`src/rtl/pipeline_stall_ctrl_if.sv`:
```
// Stall controller bus: hazard/memory requests in,
// pipeline enables, flushes, status and counters out.
interface pipeline_stall_ctrl_if #(
  parameter int CNT_W = 16
);
  logic             data_hazard;
  logic             control_hazard;
  logic             mem_req;
  logic             mem_ready;
  logic             pc_write;
  logic             if_id_write;
  logic             if_id_flush;
  logic             id_ex_flush;
  logic             ex_mem_write;
  logic             mem_wb_write;
  logic             mem_wait;
  logic             fault;
  logic [CNT_W-1:0] stall_cnt;
  logic [CNT_W-1:0] flush_cnt;
  logic [CNT_W-1:0] wait_cnt;

  modport master (
    output data_hazard, control_hazard,
    output mem_req, mem_ready,
    input  pc_write, if_id_write,
    input  if_id_flush, id_ex_flush,
    input  ex_mem_write, mem_wb_write,
    input  mem_wait, fault,
    input  stall_cnt, flush_cnt, wait_cnt
  );

  modport slave (
    input  data_hazard, control_hazard,
    input  mem_req, mem_ready,
    output pc_write, if_id_write,
    output if_id_flush, id_ex_flush,
    output ex_mem_write, mem_wb_write,
    output mem_wait, fault,
    output stall_cnt, flush_cnt, wait_cnt
  );
endinterface

```
`src/rtl/pipeline_stall_ctrl.sv`:
```
// 5-stage pipeline stall/flush controller with
// memory-wait freeze, timeout fault and perf counters.
module pipeline_stall_ctrl #(
  parameter int CNT_W       = 16,
  parameter int MEM_TIMEOUT = 255
) (
  input  logic                 clk,
  input  logic                 reset_n,
  pipeline_stall_ctrl_if.slave bus
);
  typedef enum logic [1:0] {
    RUN   = 2'd0,
    WAIT  = 2'd1,
    FAULT = 2'd2
  } state_e;

  localparam logic [CNT_W-1:0] ONE = CNT_W'(1);
  localparam logic [CNT_W-1:0] TMO = CNT_W'(MEM_TIMEOUT);
  localparam logic [CNT_W-1:0] MAX = {CNT_W{1'b1}};

  state_e           state_q, state_d;
  logic [CNT_W-1:0] tmo_q, tmo_d;
  logic [CNT_W-1:0] stall_q, stall_d;
  logic [CNT_W-1:0] flush_q, flush_d;
  logic [CNT_W-1:0] wait_q, wait_d;
  logic             freeze;
  logic             do_stall;
  logic             do_flush;

  // State and counter registers
  always_ff @(posedge clk or negedge reset_n) begin
    if (!reset_n) begin
      state_q <= RUN;
      tmo_q   <= '0;
      stall_q <= '0;
      flush_q <= '0;
      wait_q  <= '0;
    end else begin
      state_q <= state_d;
      tmo_q   <= tmo_d;
      stall_q <= stall_d;
      flush_q <= flush_d;
      wait_q  <= wait_d;
    end
  end

  // Freeze and hazard priority decode
  always_comb begin
    freeze = 1'b1;
    unique case (state_q)
      RUN:     freeze = bus.mem_req && !bus.mem_ready;
      WAIT:    freeze = !bus.mem_ready;
      FAULT:   freeze = 1'b1;
      default: freeze = 1'b1;
    endcase
    do_stall = !freeze && bus.data_hazard;
    do_flush = !freeze && !bus.data_hazard
             && bus.control_hazard;
  end

  // Next state, timeout counter and perf counters
  always_comb begin
    state_d = state_q;
    tmo_d   = tmo_q;
    unique case (state_q)
      RUN: begin
        if (bus.mem_req && !bus.mem_ready) begin
          state_d = WAIT;
          tmo_d   = ONE;
        end
      end
      WAIT: begin
        if (bus.mem_ready) begin
          state_d = RUN;
        end else if (tmo_q == TMO) begin
          state_d = FAULT;
        end else begin
          tmo_d = tmo_q + ONE;
        end
      end
      FAULT:   state_d = FAULT;
      default: state_d = FAULT;
    endcase
    stall_d = stall_q;
    flush_d = flush_q;
    wait_d  = wait_q;
    if (do_stall && stall_q != MAX) begin
      stall_d = stall_q + ONE;
    end
    if (do_flush && flush_q != MAX) begin
      flush_d = flush_q + ONE;
    end
    if (freeze && state_q != FAULT && wait_q != MAX) begin
      wait_d = wait_q + ONE;
    end
  end

  // Pipeline enables/flushes and status outputs
  always_comb begin
    bus.pc_write     = 1'b1;
    bus.if_id_write  = 1'b1;
    bus.if_id_flush  = 1'b0;
    bus.id_ex_flush  = 1'b0;
    bus.ex_mem_write = 1'b1;
    bus.mem_wb_write = 1'b1;
    priority case (1'b1)
      freeze: begin
        bus.pc_write     = 1'b0;
        bus.if_id_write  = 1'b0;
        bus.ex_mem_write = 1'b0;
        bus.mem_wb_write = 1'b0;
      end
      do_stall: begin
        bus.pc_write    = 1'b0;
        bus.if_id_write = 1'b0;
        bus.id_ex_flush = 1'b1;
      end
      do_flush: begin
        bus.if_id_flush = 1'b1;
      end
      default: ;
    endcase
    bus.mem_wait  = (state_q == WAIT);
    bus.fault     = (state_q == FAULT);
    bus.stall_cnt = stall_q;
    bus.flush_cnt = flush_q;
    bus.wait_cnt  = wait_q;
  end
endmodule

```
`src/flat_wrapper.sv`:
```
// flat-port wrapper written by rule: the top's interface ports become plain ports
module pipeline_stall_ctrl_flat 
#(
  parameter int CNT_W       = 16,
  parameter int MEM_TIMEOUT = 255
)
  (clk, reset_n, bus_data_hazard, bus_control_hazard, bus_mem_req, bus_mem_ready, bus_pc_write, bus_if_id_write, bus_if_id_flush, bus_id_ex_flush, bus_ex_mem_write, bus_mem_wb_write, bus_mem_wait, bus_fault, bus_stall_cnt, bus_flush_cnt, bus_wait_cnt);
  pipeline_stall_ctrl_if #(.CNT_W(CNT_W)) bus_i ();
  input  logic clk;
  input  logic reset_n;
  input wire logic [$bits(bus_i.data_hazard)-1:0] bus_data_hazard;
  input wire logic [$bits(bus_i.control_hazard)-1:0] bus_control_hazard;
  input wire logic [$bits(bus_i.mem_req)-1:0] bus_mem_req;
  input wire logic [$bits(bus_i.mem_ready)-1:0] bus_mem_ready;
  output wire logic [$bits(bus_i.pc_write)-1:0] bus_pc_write;
  output wire logic [$bits(bus_i.if_id_write)-1:0] bus_if_id_write;
  output wire logic [$bits(bus_i.if_id_flush)-1:0] bus_if_id_flush;
  output wire logic [$bits(bus_i.id_ex_flush)-1:0] bus_id_ex_flush;
  output wire logic [$bits(bus_i.ex_mem_write)-1:0] bus_ex_mem_write;
  output wire logic [$bits(bus_i.mem_wb_write)-1:0] bus_mem_wb_write;
  output wire logic [$bits(bus_i.mem_wait)-1:0] bus_mem_wait;
  output wire logic [$bits(bus_i.fault)-1:0] bus_fault;
  output wire logic [$bits(bus_i.stall_cnt)-1:0] bus_stall_cnt;
  output wire logic [$bits(bus_i.flush_cnt)-1:0] bus_flush_cnt;
  output wire logic [$bits(bus_i.wait_cnt)-1:0] bus_wait_cnt;
  assign bus_i.data_hazard = bus_data_hazard;
  assign bus_i.control_hazard = bus_control_hazard;
  assign bus_i.mem_req = bus_mem_req;
  assign bus_i.mem_ready = bus_mem_ready;
  assign bus_pc_write = bus_i.pc_write;
  assign bus_if_id_write = bus_i.if_id_write;
  assign bus_if_id_flush = bus_i.if_id_flush;
  assign bus_id_ex_flush = bus_i.id_ex_flush;
  assign bus_ex_mem_write = bus_i.ex_mem_write;
  assign bus_mem_wb_write = bus_i.mem_wb_write;
  assign bus_mem_wait = bus_i.mem_wait;
  assign bus_fault = bus_i.fault;
  assign bus_stall_cnt = bus_i.stall_cnt;
  assign bus_flush_cnt = bus_i.flush_cnt;
  assign bus_wait_cnt = bus_i.wait_cnt;
  pipeline_stall_ctrl #(.CNT_W(CNT_W), .MEM_TIMEOUT(MEM_TIMEOUT)) u_core (.clk(clk), .reset_n(reset_n), .bus(bus_i));
endmodule
```
`config.mk`:
```
export PLATFORM = sky130hd
export DESIGN_NAME = pipeline_stall_ctrl_flat
export DESIGN_NICKNAME = d
export VERILOG_FILES = /design/src/rtl/pipeline_stall_ctrl_if.sv /design/src/rtl/pipeline_stall_ctrl.sv /design/src/flat_wrapper.sv
export SDC_FILE = /design/constraint.sdc
export NUM_CORES = 1
export LEC_CHECK = 0
export BUFFER_PORTS_ARGS = -buffer_cell sky130_fd_sc_hd__buf_2
export CORE_ASPECT_RATIO = 0.6
export CORE_MARGIN = 8
export CORE_UTILIZATION = 40
export CTS_CLUSTER_DIAMETER = 150
export DETAILED_ROUTE_END_ITERATION = 7
export HOLD_SLACK_MARGIN = 0.06
export RECOVER_POWER = 25
export SLEW_MARGIN = 20
export SYNTH_ARGS = -nofsm -noshare
export SYNTH_HDL_FRONTEND = slang
export SYNTH_SLANG_ARGS = --single-unit
```
`constraint.sdc`:
```
create_clock -name clk -period 1.8 [get_ports clk]
set_input_delay 0.09 -clock clk [delete_from_list [all_inputs] [get_ports clk]]
set_output_delay 0.09 -clock clk [all_outputs]
set_load 0.005 [all_outputs]
```
# ---- Yosys cells after proc, flatten, opt, wreduce, memory -nomap -nowiden
# Cells that the tools add are included.
dict set report totals {
  ramBits 0
  ff_bits 66
  mem_bits_ro 0
  input_bits 6
  latchBits 0
  memories 0
}
dict set report classes {
  eq_ne 11
  reduce_logical 15
  magnitude_cmp 0
  shifts 0
  n_mul 0
  bitwise_logic 0
  n_mux 17
  n_div 0
  n_addsub 4
}
# cell count
set ops {}
lappend ops {{adder 16 x 1 -> 16 bit (second input constant)} 4}
lappend ops {{2-to-1 mux 16 bit} 3}
lappend ops {{inequality test 16 bit (second input constant)} 3}
lappend ops {{one-hot mux 16 bit (2 select lines)} 1}
lappend ops {{== test 16 x 8 -> 1 bit (second input constant)} 1}
lappend ops {{logical AND 1 bit} 8}
lappend ops {{2-to-1 mux 1 bit} 8}
lappend ops {{2-to-1 mux 2 bit} 3}
lappend ops {{inequality test 2 bit (second input constant)} 3}
lappend ops {{one-hot mux 2 bit (2 select lines)} 1}
lappend ops {{AND reduction 4 bit} 1}
lappend ops {{logical NOT 1 bit} 3}
lappend ops {{inequality test 3 x 2 -> 1 bit (second input constant)} 1}
lappend ops {{== test 2 x 1 -> 1 bit (second input constant)} 1}
lappend ops {{== test 2 bit (second input constant)} 1}
lappend ops {{logical NOT 2 bit} 1}
lappend ops {{inequality test 2 x 1 -> 1 bit (second input constant)} 1}
lappend ops {{one-hot mux 1 bit (2 select lines)} 1}
lappend ops {{AND reduction 2 bit} 1}
lappend ops {{nonzero test 2 bit} 1}

# ---- Logic depth before layout (Yosys ltp)
# Gate-level depths: netlist of the first run.
dict set report depth {
  word_depth 9
  depth_mapped 7
}

# ---- Worst setup path before layout of the first run
# No wires, ideal clock.
dict set report synth_timing {
  path_kind {reg2reg}
  startpoint {reg u_core.tmo_q[0]}
  endpoint {reg u_core.tmo_q[10]}
  path_stages_with_launch 8
  n_path_buf 2
  required_time_ps 1667
  t_arrival_ps 1597
  setup_time_ps 133
  path_slack_ps 70
  cell_sequence {dfrtp_1 > ha_1 > and4_1 > clkbuf_2 > and4_1 > clkbuf_2 > o31ai_1 > o41ai_1}
}
dict set report synth_via {
  elab_chain_len 4
  elab_cells_between_ends 7
  cone_classes {1 x add/sub; 2 x eq/ne; 3 x mux; 1 x reduce/logical}
}
# item line_no
set synth_rtl {}
lappend synth_rtl {{start: declaration} pipeline_stall_ctrl.sv:22} ;# logic [CNT_W-1:0] tmo_q, tmo_d;
lappend synth_rtl {{start signal: assignment} pipeline_stall_ctrl.sv:40} ;# tmo_q <= tmo_d;
lappend synth_rtl {{adder 16 x 1 -> 16 bit} pipeline_stall_ctrl.sv:78} ;# tmo_d = tmo_q + ONE;
lappend synth_rtl {{2-to-1 mux 16 bit} pipeline_stall_ctrl.sv:75} ;# end else if (tmo_q == TMO) begin
lappend synth_rtl {{2-to-1 mux 16 bit} pipeline_stall_ctrl.sv:73} ;# if (bus.mem_ready) begin
lappend synth_rtl {{one-hot mux 16 bit (2 select lines)} pipeline_stall_ctrl.sv:65} ;# unique case (state_q)
# Parallel ways exist; a longest one is shown, timed or not. The select of a mux whose other input is x is not followed.
# A chain may end at the register's enable or synchronous reset.

# ---- Worst setup path after layout of the first run
dict set report layout_timing {
  startpoint {reg u_core.tmo_q[0]}
  endpoint {reg u_core.tmo_q[13]}
}
# Same word-level chain as after synthesis.

==> results of run 1 <==
layout by cell type, fill, tap and decap left out, drive strengths merged, types with 2 or more instances in the layout:
| cell type | count |
|---|---|
| nor4b | 4 |
| or2b | 2 |
| clkbuf | 14 |
| and3 | 8 |
| and2 | 5 |
| a22o | 2 |
| nand3 | 19 |
| nor3b | 7 |
| a211o | 2 |
| mux2 | 6 |
| nor2 | 18 |
| o31ai | 10 |
| nor3 | 17 |
| o21ba | 2 |
| o21ai | 10 |
| a21oi | 8 |
| inv | 7 |
| nand3b | 2 |
| nand4 | 15 |
| a41oi | 4 |
| nor2b | 3 |
| ha | 4 |
| nand2 | 28 |
| nor4 | 14 |
| and4 | 11 |
| buf | 96 |
| xor2 | 31 |
| nand2b | 2 |
| a31oi | 8 |
| xnor2 | 6 |
| o211ai | 2 |
| dfrtp | 66 |
| dlygate4sd3 | 2 |
cell type report:
cell class	count	area, um^2
clock buffer	13	270
clock inverter	2	35.0
fill	800	4300
inverter	7	26.3
multi-input combinational	266	1960
sequential	66	1650
tap	116	145
timing repair buffer	99	596
sequential cells by signal, summed over array words and instances (netlist names):
signal	cells
u_core.bus.flush_cnt	16
u_core.bus.stall_cnt	16
u_core.bus.wait_cnt	16
u_core.tmo_q	16
u_core.state_q	2
worst paths after layout:
kind | end | slack [ns] | cells past startpoint
hold / removal | u_core.bus.flush_cnt[2] | 0.24 | 4
setup / recovery | u_core.tmo_q[13] | 0.07 | 6
max in group asynchronous | u_core.state_q[1] | 0.60 | 3
setup reg to reg | u_core.tmo_q[13] | 0.07 | 6
min in group asynchronous | u_core.bus.stall_cnt[14] | 0.54 | 3
hold reg to reg | u_core.bus.stall_cnt[8] | 0.48 | 1
per-stage QoR:
step                       util  hold WS, ns  power [uW]  cell area (um^2)  instances
after floorplan               -       -0.206        1550              3630        348
after global placement    0.476        0.141        1610              4280        549
after detailed placement  0.476        0.141        1620              4280        549
after CTS                 0.513        0.219        3430              4610        566
after global routing      0.521        0.249        3500              4680        569
final                     0.521        0.239        3390              4680        569
worst max-delay path, stage by stage (launching register included):
cell     delay (ns)
dfrtp_1        0.37
ha_2           0.19
and4_2         0.29
a41oi_2        0.14
buf_4          0.20
and4b_1        0.20
a211o_1        0.22
report_power, final:
part	internal, uW	switching, uW	total, uW	leakage, uW
Clock	1180	628	1800	0.000152
Sequential	1490	8.79	1500	0.000906
Combinational	29.9	53.4	83.4	0.00126
cell families after synthesis:
family / synth area share
adders and majority gates: 0.0138
and+or+nand+nor: 0.274
xor gates and xnor gates: 0.0892
buffers and inverters: 0.0258
DFF: 0.455
AOI/OAI and AO/OA: 0.124
muxes: 0.0186
layer usage:
| metal | track usage | vias up | share of wire |
|---|---|---|---|
| li1 | - | 1520 | - |
| met1 | 0.215 | 1526 | 0.53 |
| met2 | 0.200 | 80 | 0.41 |
| met3 | 0.0607 | 2 | 0.059 |
| met4 | 0.0391 | 0 | 0.0021 |
| met5 | 0 | - | 0 |
timing repair:
| action | in CTS | in global routing |
|---|---|---|
| gates resized for setup | 1 | 15 |
| hold buffers | 2 | 0 |
| buffers inserted | 0 | 3 |
| pin swaps | 1 | 4 |
| endpoints found under the setup margin | 1 | 30 |
| hold endpoints to repair | 67 | 0 |
==> impl_metrics.yaml, run 1 <==
run_status:
  outcome: "finished clean"
sta:
  setup_ws_ns: 0.0683
  drv_slew: 0
  finalSetupViolations: 0
  period_share: 0.962
  slew_headroom: 0.376
  max_freq_mhz: 577
  tightest_slew_ns: 0.936
  tns_ns: 0
  fin_crit_ns: 1.73
  skew_ns: 0.00489
  hold_viol: 0
worst_hold_path:
  hold_path_class: "input port to register"
  worstHoldStart: "bus_data_hazard"
yosys:
  synth_top_cell_area_share: 0.455
  ys_seq_area_frac: 0.455
  syn-num-nets: 358
  synth_seq_cells: 66
  synth_most_common_cell: "dfrtp_1"
  synth-edff-count: 0
  yosysWarnings: 0
  ys.flop_type: "dfrtp_1"
  yosys-top-cells-area: "dfrtp_1 45%, xor2_1 7.5%, nand2_1 2.9%"
  synth.distinct_cells: 63
  synth_common_cells: "66 x dfrtp_1, 31 x xor2_1, 28 x nand2_1"
  avgSynthCellArea_um2: 10.4
  syn_area_mm2: 0.00363
  async_reset_ff_frac: 1.00
  synthCells: 348
  yosys.area.top_type: "dfrtp_1"
cts:
  clk_latency_ns: 0.33
  htreeDepth: 3
  clockBufferDepth: 2
  clk_pin_slew_ns: 0.05
  cts_tree: "yes"
  cts.sinks: 66
  cts_root_buf: "clkbuf_16"
  cts_inserted_buffers: 9
critical_path:
  r2r-start: "u_core.tmo_q[0]"
  crit_type: "register to register"
  worstSetupStartpoint: "u_core.tmo_q[0]"
  crit_fanout: 7
  start_kind: "register"
  end_kind: "register"
  critical_path_arrival_ns: 1.94
  crit_required_ns: 2.01
final_layout:
  drive_gt1_frac: 0.340
  area_growth_pct: 28.9
  n_antenna_cell: 0
  nets: 459
drt:
  drt-initial-drc-count: 207
  wl_per_cell_um: 16.1
  dr.pass1.iters: 4
  route.detailed.drc: 0
  wl_um: 9140
  drtAntennaViolNets: 0
  vias: 3128
  routed_via_density: 5.50
place:
  hpwl_um: 6700
  portBuffers: 61
  place.gp.congestion: 0.843
  pre_cts_slack_ns: 0.0339
die:
  rows: 27
  coreArea_mm2: 0.00899
  dieArea_mm2: 0.0125
  die_w_um: 139
  start_util: 0.404
  die_h_um: 89.8
  io_pins: 62
grt:
  grt_max_degree: 67
  grt_first_pass_wirelength_um: 15200
  overflow: 0
  gr-usage-all-layers: 0.150
  grt_pass1_vias: 2914
  antenna_found_initial: 0
power_and_ir_drop:
  p_leak_uw: 0.00232
  peakVddDrop_uv: 388
  power-per-cell-area_mw_per_mm2: 724
flow_run:
  drv_cap: 0
Power figures use the tool's default switching activity.
==> run 2, diff against run 1 <==
Settings changed: CTS_CLUSTER_DIAMETER 150 to 200, SETUP_SLACK_MARGIN set to 0.3.
==> impl_metrics.yaml, run 2 (synthesized netlist as in run 1, its figures left out) <==
run_status:
  outcome: "finished clean"
drt:
  dr.pass1.iters: 5
  routed_via_density: 5.74
  drtAntennaViolNets: 0
  drt-initial-drc-count: 299
  vias: 3554
  route.detailed.drc: 0
  wl_per_cell_um: 18.9
  wl_um: 11700
die:
  io_pins: 62
  rows: 27
  die_h_um: 89.8
  coreArea_mm2: 0.00899
  dieArea_mm2: 0.0125
  start_util: 0.404
  die_w_um: 139
grt:
  grt_pass1_vias: 3409
  use_met3: 0.0517
  overflow: 0
  met2_usage: 0.267
  grt_max_degree: 45
  gr-usage-all-layers: 0.175
  antenna_found_initial: 0
  top_usage_layer: "met2"
  grt_first_pass_wirelength_um: 17800
  gr-usage-met1: 0.229
power_and_ir_drop:
  peakVddDrop_uv: 415
  p_comb_frac: 0.034
  internal_power_uw: 2640
  seqPwrFrac: 0.446
  p_sw_uw: 729
  p_leak_uw: 0.00266
  p_clk_frac: 0.520
  power-per-cell-area_mw_per_mm2: 597
  switching_share: 0.217
critical_path:
  critPathCapture: "u_core.bus.flush_cnt[1]"
  cpPeakStageDelay_ns: 0.36
  r2r-start: "u_core.bus.flush_cnt[1]"
  crit_required_ns: 2.02
  reg2reg_to: "u_core.bus.flush_cnt[1]"
  regToRegSetupSlack_ns: 0.11
  path_depth: 7
  end_kind: "register"
  path_buf_inv: 2
  worstRegToRegCells: 7
  crit_fanout: 4
  start_kind: "register"
  critPathTopFamily: "simple AND/OR/NAND/NOR gates"
  cp_common_cell: "buf_4"
  worstPathCellList: "ha_2, nand4_1, buf_4, nor4_4, buf_4, nor2_4, mux2_2"
  crit_type: "register to register"
  worstSetupStartpoint: "u_core.bus.flush_cnt[1]"
  slowest_stage: "dfrtp_1"
  critical_path_arrival_ns: 1.91
cts:
  clk_pin_slew_ns: 0.05
  cts_root_buf: "clkbuf_16"
  cts.sinks: 66
  clockBufferDepth: 2
  clk_latency_ns: 0.34
  htreeDepth: 3
  cts_tree: "yes"
  cts_inserted_buffers: 9
worst_hold_path:
  hold_path_class: "input port to register"
  worstHoldStart: "bus_mem_ready"
final_layout:
  n_antenna_cell: 0
  nets: 509
  final_cell_mix: "68 x buf_4, 58 x dfrtp_1, 50 x buf_2"
  fillers: 693
  drive_gt1_frac: 0.521
  final_common_cell: "buf_4"
  area_growth_pct: 55.3
sta:
  skew_ns: 0.00586
  rsz0062_at_grt: "true"
  max_freq_mhz: 591
  period_share: 0.940
  drv_slew: 0
  whs_ns: 0.244
  finalSetupViolations: 0
  slew_headroom: 0.128
  tns_ns: 0
  tightest_slew_ns: 1.31
  hold_viol: 0
  fin_crit_ns: 1.69
place:
  portBuffers: 61
  place.gp.congestion: 0.873
  hpwl_um: 7200
flow_run:
  drv_cap: 0
run 2: layout make-up:
type                    instances  area [um^2]  area share
clock buffers                  12          246      0.0437
inverters                       7         26.3     0.00466
multi-input cells             266         2470       0.438
flip-flops and latches         66         1660       0.295
repair buffers                149         1050       0.186
well taps                     116          145      0.0257
clock inverters                 3         40.0     0.00710
run 2: worst min-delay path, stage by stage:
cell and delay, ns:
buf_2 0.13, or3b_4 0.16, buf_4 0.10, o31ai_1 0.06
run 2: worst min-delay path by stage:
stage | endpoint | slack, ns | cells after the start
4_1_cts | u_core.tmo_q[4] | 0.24 | 4
5_1_grt | u_core.tmo_q[4] | 0.27 | 4
3_5_place_dp | u_core.bus.stall_cnt[10] | 0.11 | 1
3_3_place_gp | u_core.bus.stall_cnt[11] | 0.10 | 1
2_1_floorplan | u_core.bus.flush_cnt[0] | -0.21 | 0
6_report | u_core.tmo_q[4] | 0.24 | 4
run 2: power by group through the flow:
stage	registers [uW]	logic, uW	clock network (uW)
6_report	1500	115	1750
5_1_grt	1500	129	1850
4_1_cts	1500	99.7	1770
3_5_place_dp	1530	87.4	0
3_3_place_gp	1530	85.2	0
2_1_floorplan	1530	16.7	0
run 2: through the flow:
stage	util	instances	area, um^2	power (uW)	setup slack, ns
after detailed placement	0.485	548	4360	1620	-0.0156
after CTS	0.577	592	5190	3380	0.159
after floorplan	-	348	3730	1550	0.199
final	0.628	619	5640	3370	0.108
after global routing	0.628	619	5640	3480	0.0598
after global placement	0.485	548	4360	1610	0.0370
run 2: timing repair:
action	4_1_cts	5_1_grt
pin swaps	23	42
buffers inserted	27	27
gates resized for setup	71	58
endpoints found under the setup margin	69	71
hold endpoints to repair	20	0
hold buffers	2	0
run 2: per-layer routing:
layer  part of all wire  routed length, um
met3              0.050                585
met5                  0                  0
met4              0.018                206
met1               0.47               5460
met2               0.46               5420
==> run 3, diff against run 2 <==
Settings changed: HOLD_SLACK_MARGIN 0.06 to 0.02.
Clock period 1.8 ns to 2.1 ns, I/O delays scaled along.
==> impl_metrics.yaml, run 3 (synthesized netlist as in run 1, its figures left out) <==
run_status:
  outcome: "finished clean"
die:
  dieArea_mm2: 0.0125
  coreArea_mm2: 0.00899
  io_pins: 62
  die_w_um: 139
  start_util: 0.404
  die_h_um: 89.8
  rows: 27
critical_path:
  regToRegSetupSlack_ns: 0.36
  crit_fanout: 9
  reg2reg_to: "u_core.tmo_q[14]"
  end_kind: "register"
  crit_type: "register to register"
  critical_path_arrival_ns: 1.99
  crit_required_ns: 2.34
  start_kind: "register"
  r2r-start: "u_core.state_q[1]"
  worstRegToRegCells: 5
  worstSetupStartpoint: "u_core.state_q[1]"
power_and_ir_drop:
  finalPower_uw: 2880
  power-per-cell-area_mw_per_mm2: 621
  p_leak_uw: 0.00223
  peakVddDrop_uv: 384
grt:
  gr-usage-met1: 0.210
  antenna_found_initial: 0
  met2_usage: 0.204
  grt_pass1_vias: 2970
  top_usage_layer: "met1"
  use_met3: 0.0533
  grt_first_pass_wirelength_um: 15200
  grt_max_degree: 43
  gr-usage-all-layers: 0.147
  overflow: 0
sta:
  tns_ns: 0
  hold_viol: 0
  finalSetupViolations: 0
  max_freq_mhz: 573
  period_share: 0.831
  tightest_slew_ns: 1.45
  setup_ws_ns: 0.355
  slew_headroom: 0.0304
  rsz0062_at_grt: "false"
  fin_crit_ns: 1.74
  drv_slew: 0
  skew_ns: 0.00419
place:
  pre_cts_slack_ns: 0.193
  hpwl_um: 6540
  place.gp.congestion: 0.850
  place_area_mm2: 0.00408
  portBuffers: 61
drt:
  drtAntennaViolNets: 0
  route.detailed.drc: 0
  drt-initial-drc-count: 227
  wl_per_cell_um: 16.8
  routed_via_density: 5.56
  dr.pass1.iters: 4
  vias: 3054
  wl_um: 9240
final_layout:
  final_common_cell: "dfrtp_1"
  final_cell_mix: "62 x dfrtp_1, 49 x buf_2, 31 x xor2_1"
  nets: 439
  drive_gt1_frac: 0.303
  fillers: 830
  n_antenna_cell: 0
  design_area_mm2: 0.00463
  area_growth_pct: 27.5
flow_run:
  drv_cap: 0
worst_hold_path:
  worstHoldStart: "bus_mem_ready"
  holdPathStages: 2
  hold_path_class: "input port to register"
  whs_endpoint: "u_core.state_q[1]"
cts:
  cts_tree: "yes"
  cts.sinks: 66
  clk_latency_ns: 0.32
  clk_pin_slew_ns: 0.05
  htreeDepth: 3
  cts_root_buf: "clkbuf_16"
  cts_inserted_buffers: 9
  clockBufferDepth: 2
==> run 3: cell type report <==
cell class,count,area [um^2],share of cell area
flip-flops and latches,66,1660,0.358
well taps,116,145,0.0313
repair buffers,79,444,0.0959
clock buffers,13,270,0.0583
multi-input cells,266,2060,0.444
inverters,7,26.3,0.00567
clock inverters,2,35.0,0.00756
==> run 3: what timing repair did <==
item / 4_1_cts / 5_1_grt
gates resized for setup: 7 / 28
setup endpoints to repair: 20 / 42
endpoints found under the hold margin: 24 / 0
pin swaps: 1 / 9
setup buffers: 1 / 9
hold buffers: 1 / 0
==> run 3: report_power, final <==
part | internal [uW] | switching (uW) | total, uW
logic | 22.5 | 43.3 | 65.8
clock network | 1010 | 513 | 1520
registers | 1280 | 10.6 | 1290
==> run 3: critical path: stages, from the launching register on <==
cell and delay, ns:
dfrtp_2 0.48, or3b_4 0.45, a41oi_4 0.28, buf_4 0.17
a41oi_2 0.12, a31oi_1 0.17
==> run 3: how the worst max path moves through the flow <==
stage | end | slack, ns | cells after the start
final | u_core.tmo_q[14] | 0.36 | 5
after global routing | u_core.state_q[1] | 0.23 | 3
after CTS | u_core.tmo_q[7] | 0.30 | 6
after detailed placement | u_core.tmo_q[7] | 0.19 | 5
after global placement | u_core.bus.flush_cnt[15] | 0.28 | 4
after floorplan | u_core.tmo_q[10] | 0.37 | 7
==> run 3: routing by layer <==
layer / share of wire / vias up
met3: 0.060 / 6
met4: 0.0084 / 0
li1: - / 1482
met1: 0.52 / 1491
met5: 0 / -
met2: 0.41 / 75
==> run 3: through the flow <==
stage | util | hold WS (ns) | instances
2_1_floorplan | - | -0.191 | 348
3_3_place_gp | 0.454 | 0.156 | 523
3_5_place_dp | 0.454 | 0.145 | 523
4_1_cts | 0.495 | 0.0647 | 540
5_1_grt | 0.516 | 0.0783 | 549
6_report | 0.516 | 0.0730 | 549
